`config.mk`:
```
export PLATFORM = sky130hd
export DESIGN_NAME = qam_demap_out_buffer
export DESIGN_NICKNAME = d
export VERILOG_FILES = /design/src/rtl/qam_demap_out_buffer.sv
export SDC_FILE = /design/constraint.sdc
export NUM_CORES = 2
export LEC_CHECK = 0
export CAP_MARGIN = 15
export CORE_MARGIN = 2
export CORE_UTILIZATION = 45
export DETAILED_ROUTE_END_ITERATION = 8
export SYNTH_ARGS = -nofsm -noshare
export SYNTH_HDL_FRONTEND = slang
export SYNTH_SLANG_ARGS = --single-unit
```
`constraint.sdc`:
```
create_clock -name clk -period 1.9 [get_ports clk]
set_input_delay 0.38 -clock clk [delete_from_list [all_inputs] [get_ports clk]]
set_output_delay 0.38 -clock clk [all_outputs]
set_load 0.03 [all_outputs]
```
`src/rtl/qam_demap_out_buffer.sv`:
```
// Collects one burst of demapped symbols and drains it as MSB-first packed words.
// Output word 0 is valid the cycle after the last symbol; dout holds under back-pressure; din_ready is low while draining.
module qam_demap_out_buffer #(
    parameter int SYM_BITS       = 4,
    parameter int ACTIVE_SUBCARR = 28,
    parameter int SYMBOL_NUM     = 8,
    parameter int OUT_BITS       = 8
) (
    input  logic                clk,
    input  logic                rst_n,
    input  logic [SYM_BITS-1:0] din,
    input  logic                din_valid,
    output logic                din_ready,
    input  logic                tx_done,
    output logic [OUT_BITS-1:0] dout,
    output logic                dout_valid,
    input  logic                dout_ready,
    output logic                buff_full,
    output logic                frame_done,
    output logic                overflow_err
);
    localparam int FRAME_SYMS  = ACTIVE_SUBCARR * SYMBOL_NUM;
    localparam int FRAME_BITS  = FRAME_SYMS * SYM_BITS;
    localparam int FRAME_WORDS = FRAME_BITS / OUT_BITS;
    localparam int SYM_CW      = $clog2(FRAME_SYMS + 1);
    localparam int WORD_CW     = $clog2(FRAME_WORDS + 1);

    if (FRAME_BITS % OUT_BITS != 0) begin : g_bad_cfg
        $error("frame bit count must be a multiple of OUT_BITS");
    end

    typedef enum logic {
        FILL  = 1'b0,
        DRAIN = 1'b1
    } state_e;

    state_e                state_q, state_d;
    logic [FRAME_BITS-1:0] buf_q, buf_d;
    logic [SYM_CW-1:0]     sym_cnt_q, sym_cnt_d;
    logic [WORD_CW-1:0]    word_cnt_q, word_cnt_d;
    logic                  frame_done_q, frame_done_d;
    logic                  ovf_q, ovf_d;

    always_comb begin
        state_d      = state_q;
        buf_d        = buf_q;
        sym_cnt_d    = sym_cnt_q;
        word_cnt_d   = word_cnt_q;
        frame_done_d = 1'b0;
        ovf_d        = ovf_q;
        // Abort wins over any handshake on the same edge.
        if (tx_done) begin
            state_d    = FILL;
            buf_d      = '0;
            sym_cnt_d  = '0;
            word_cnt_d = '0;
            ovf_d      = 1'b0;
        end else begin
            if (din_valid && state_q == DRAIN) begin
                ovf_d = 1'b1;
            end
            unique case (state_q)
                FILL: begin
                    if (din_valid) begin
                        buf_d = (buf_q << SYM_BITS) | FRAME_BITS'(din);
                        if (sym_cnt_q == SYM_CW'(FRAME_SYMS - 1)) begin
                            state_d   = DRAIN;
                            sym_cnt_d = '0;
                        end else begin
                            sym_cnt_d = sym_cnt_q + SYM_CW'(1);
                        end
                    end
                end
                DRAIN: begin
                    if (dout_ready) begin
                        buf_d = buf_q << OUT_BITS;
                        if (word_cnt_q == WORD_CW'(FRAME_WORDS - 1)) begin
                            state_d      = FILL;
                            word_cnt_d   = '0;
                            frame_done_d = 1'b1;
                        end else begin
                            word_cnt_d = word_cnt_q + WORD_CW'(1);
                        end
                    end
                end
                default: ;
            endcase
        end
    end

    always_ff @(posedge clk) begin
        if (!rst_n) begin
            state_q      <= FILL;
            buf_q        <= '0;
            sym_cnt_q    <= '0;
            word_cnt_q   <= '0;
            frame_done_q <= 1'b0;
            ovf_q        <= 1'b0;
        end else begin
            state_q      <= state_d;
            buf_q        <= buf_d;
            sym_cnt_q    <= sym_cnt_d;
            word_cnt_q   <= word_cnt_d;
            frame_done_q <= frame_done_d;
            ovf_q        <= ovf_d;
        end
    end

    assign din_ready    = (state_q == FILL);
    assign dout_valid   = (state_q == DRAIN);
    assign buff_full    = dout_valid;
    assign dout         = dout_valid ? buf_q[FRAME_BITS-1 -: OUT_BITS] : '0;
    assign frame_done   = frame_done_q;
    assign overflow_err = ovf_q;
endmodule

```
### Word-level counts from Yosys, hierarchy flattened

Index checks and enable logic that the tools add are counted.

* output and inout port bits: 13
* bits in registers: 914
* input bits: 9

* equal/unequal tests: 4
* bitwise operators: 4
* add/sub/neg operators: 2
* reduce and logical (&&, ||, !) cells: 6
* multiplexer cells: 12

Operators by type and width (number)
* 896-bit 2-to-1 mux: 2
* 896-bit one-hot mux with 2 select lines: 1
* 896-bit by 4-bit OR with 896-bit output: 1
* 8-bit 2-to-1 mux: 2
* 8-bit by 1-bit adder with 8-bit output, second input constant: 1
* 8-bit equality test, second input constant: 1
* 7-bit by 1-bit adder with 7-bit output, second input constant: 1
* 7-bit equality test, second input constant: 1
* 7-bit 2-to-1 mux: 1
* 2-bit AND reduction: 3
* 1-bit 2-to-1 mux: 5
* 2-bit inequality test, second input constant: 2
* 4-bit OR reduction: 1
* 1-bit inverter: 3
* 1-bit one-hot mux with 2 select lines: 1
* 2-bit OR reduction: 1
* 1-bit logical AND: 1

### Longest topological paths before layout

* word-level depth: 4
* gate-level depth with buffers: 7
* mapped depth without buffers: 4

### Worst setup path after synthesis

OpenSTA, ideal clock, no wires.

* path kind: register to output
* start: register state_q (netlist: buff_full)
* end: output dout[7]
* buffers on the path: 3
* required time: 1.520 ns
* data arrival time: 1.481 ns
* path slack: 0.039 ns
* cell stages (with the launch flop): 5
* cell sequence: dfxtp_1 buf_2 buf_2 buf_2 and2_1

* word-level cells in the longest chain between the ends: 1

Ends and longest elaborated chain
* start, declared: line 37 `state_e state_q, state_d;`
* start signal, assigned: line 100 `state_q <= state_d;`
* 8-bit 2-to-1 mux: line 112 `assign dout = dout_valid ? buf_q[FRAME_BITS-1 -: OUT_BITS] : '0;`
* end, declared: line 15 `output logic [OUT_BITS-1:0] dout,`

No other way between the ends.

### Final worst setup path

* start: register state_q (netlist: buff_full)
* end: output dout[2]

The elaborated chain is that of the path after synthesis.

==> impl_metrics.ini <==
[run_status]
status = finished clean

[global_routing]
grt_overflow = 0
antenna_found_initial = 0
grtUsageTotal = 0.153
grt_pass1_wl_mm = 124
grt_max_degree = 72
grt_pass1_vias = 26300

[sta]
drv_slew = 0
relSlewSlack = 0.500
max_freq_ghz = 0.539
fin_crit_sh = 0.976
setup_viol = 0
fin_crit_ns = 1.86
tns_ns = 0
rsz0062_at_grt = yes
worst_pin_slew_ns = 0.750
skew_ns = 0.0305
hold_ws_ns = 0.359
finalHoldViolCount = 0

[yosys]
synth_enable_flop_cells = 0
synthCells = 4084
synth.avg_cell_area_sq_um = 9.72
synth_top_cell_area_share = 0.461
ys_ff_latch = 914
seq_area_frac_synth = 0.461
synth_flop_cell = dfxtp_1
syn_area_sq_um = 39700
synth_common_cells = dfxtp_1, nor2_1, mux2i_1
yosysWarnings = 0
async_flop_share = 0
synth_area_leaders = dfxtp_1, mux2i_1, a211oi_1, nor2_1, buf_2
synth_area_leader_cell = dfxtp_1
synth_cell_types = 35
synth.most_common_cell = dfxtp_1
synth_nets = 4095

[detailed_routing]
viasPerCell = 5.33
first_pass_iters = 5
route.vias.total = 28000
wl_mm = 69.4
drcViolationCount = 0
ant_nets = 0
routedWlPerCell_um = 13.2
drt_iter0_markers = 1048

[cts]
clk_latency_ns = 0.67
tritoncts = built
cts_root_buf = clkbuf_16
path_clk_slew_ns = 0.06
numCtsBuffers = 97
clock_sinks = 914
htree_levels = 3
clockBufferDepth = 3
cts_hold_buffers = 0

[power]
power.density_nw_per_um2 = 920
pwr-share-comb = 0.062
p_sw_frac = 0.234
seqPwrFrac = 0.484
internal-power_mw = 32.1
peakVddDrop_v = 0.000676
p_leak_nw = 14.2
p_sw_mw = 9.81
clock_power_share = 0.454

[worst_hold_path]
hp-class = in -> reg

[layout]
nFillCells = 7855
seq_area_sq_um = 18300
diodes = 0
multi_input_comb_area_sq_um = 19500
area_growth_pct = 14.7
finalNetCount = 4029
drive_gt1_frac = 0.0944

[placement]
port_buffers = 21
gp_congestion = 0.700
place_hpwl_mm = 42.1

[floorplanning]
fp-row-count = 108
start_util = 0.456
die_y_um = 301
die_area_sq_um = 90600
die_w_um = 301
core_sq_um = 87200
ios = 22

[critical_path]
cp-start-kind = flop
cp_max_fo = 10
worst-setup-path-type = reg -> out
cp-end-kind = output port
cp.required_ns = 1.52
worstPathArrival_ns = 1.48

[job]
maxCapViolations = 0
[cell families (layout without fill, tap and decap cells)]
logic type / after synthesis / in the layout / synth area share
muxes: 891 / 891 / 0.225
adders and majority gates: 2 / 2 / 0.000630
and+or+nand+nor: 944 / 944 / 0.0916
buffers and inverters: 409 / 424 / 0.0481
AOI/OAI and AO/OA: 921 / 921 / 0.173
xor gates and xnor gates: 3 / 3 / 0.000662
DFF: 914 / 914 / 0.461
[power by group through the flow]
| stage | Clock (mW) | Combinational [mW] | Sequential [mW] |
|---|---|---|---|
| 4_1_cts | 19.7 | 2.64 | 20.3 |
| 3_3_place_gp | 0 | 2.58 | 20.7 |
| 6_report | 19.0 | 2.61 | 20.3 |
| 5_1_grt | 20.4 | 2.98 | 20.4 |
| 3_5_place_dp | 0 | 2.63 | 20.7 |
| 2_1_floorplan | 0 | 1.94 | 20.6 |
[through the flow]
step           std cells  power [mW]  setup WS (ns)  utilization  instance area, sq um
2_1_floorplan       4084        22.5         0.0385            -                 39700
3_3_place_gp        5068        23.3         -0.153        0.483                 42100
3_5_place_dp        5068        23.3         -0.198        0.483                 42100
4_1_cts             5254        42.6        0.00264        0.522                 45500
5_1_grt             5254        43.8        -0.0118        0.522                 45500
6_report            5254        41.9         0.0447        0.522                 45500
[cell type report]
type | count | area share
clock inverter | 34 | 0.00890
clock buffer | 146 | 0.0629
tap | 1155 | 0.0317
multi-input combinational | 2761 | 0.429
inverter | 7 | 0.000577
timing repair buffer | 237 | 0.0652
sequential | 914 | 0.402
[worst max-delay path, stage by stage, from the launching register on]
cell	delay, ns
dfxtp_4	0.37
buf_12	0.14
and2_1	0.16
buf_6	0.14
[sequential cells by signal, summed over array words and instances (netlist names)]
register,flops
overflow_err,1
frame_done,1
sym_cnt_q,8
buff_full,1
word_cnt_q,7
buf_q,896
[cells in the final DEF (no fill, tap or decap), types with 2 or more instances in the layout]
| cell | count |
|---|---|
| a211oi_1 | 888 |
| o311ai_0 | 2 |
| and2_1 | 7 |
| or3_1 | 5 |
| a21oi_1 | 10 |
| mux2i_1 | 890 |
| dlygate4sd2_1 | 2 |
| clkinv_8 | 2 |
| inv_6 | 3 |
| nand4_1 | 3 |
| buf_6 | 8 |
| nand3_1 | 5 |
| bufinv_16 | 5 |
| inv_1 | 7 |
| clkinv_16 | 2 |
| nand2_1 | 6 |
| nor2_1 | 903 |
| clkbuf_8 | 23 |
| buf_4 | 129 |
| a22oi_1 | 8 |
| buf_16 | 2 |
| xnor2_1 | 3 |
| nand3b_1 | 3 |
| dfxtp_1 | 913 |
| nor2b_1 | 2 |
| clkbuf_1 | 25 |
| o31ai_1 | 3 |
| clkinv_2 | 18 |
| clkinvlp_4 | 2 |
| ha_1 | 2 |
| nand2b_1 | 2 |
| or4_1 | 3 |
| o21ai_0 | 6 |
| buf_12 | 86 |
| clkbuf_16 | 98 |
| clkdlybuf4s50_1 | 8 |
[final timing paths]
path | start | end | slack, ns | depth (start not counted)
max reg2reg | buff_full$_SDFF_PP0_ | buf_q[264]$_SDFFE_PP0P_ | 0.10 | 6
min reg2reg | overflow_err$_SDFFE_PP0P_ | overflow_err$_SDFFE_PP0P_ | 0.47 | 2
min | din[3] | buf_q[3]$_SDFFE_PP0P_ | 0.36 | 3
max | buff_full$_SDFF_PP0_ | dout[2] | 0.04 | 3
[timing repair]
| item | in CTS | in global routing |
|---|---|---|
| setup buffers | 5 | 0 |
| cloned | 1 | 0 |
| gates resized for setup | 14 | 5 |
| endpoints found under the setup margin | 13 | 12 |
[per-layer routing]
metal	vias up	wire, um	share of wire	track usage
li1	14900	-	-	-
met1	12900	36800	0.53	0.216
met2	182	29500	0.42	0.239
met3	84	2050	0.030	0.0284
met4	0	1030	0.015	0.0387
met5	-	0	0	0
No activity file was read; power rests on OpenSTA's default activity.
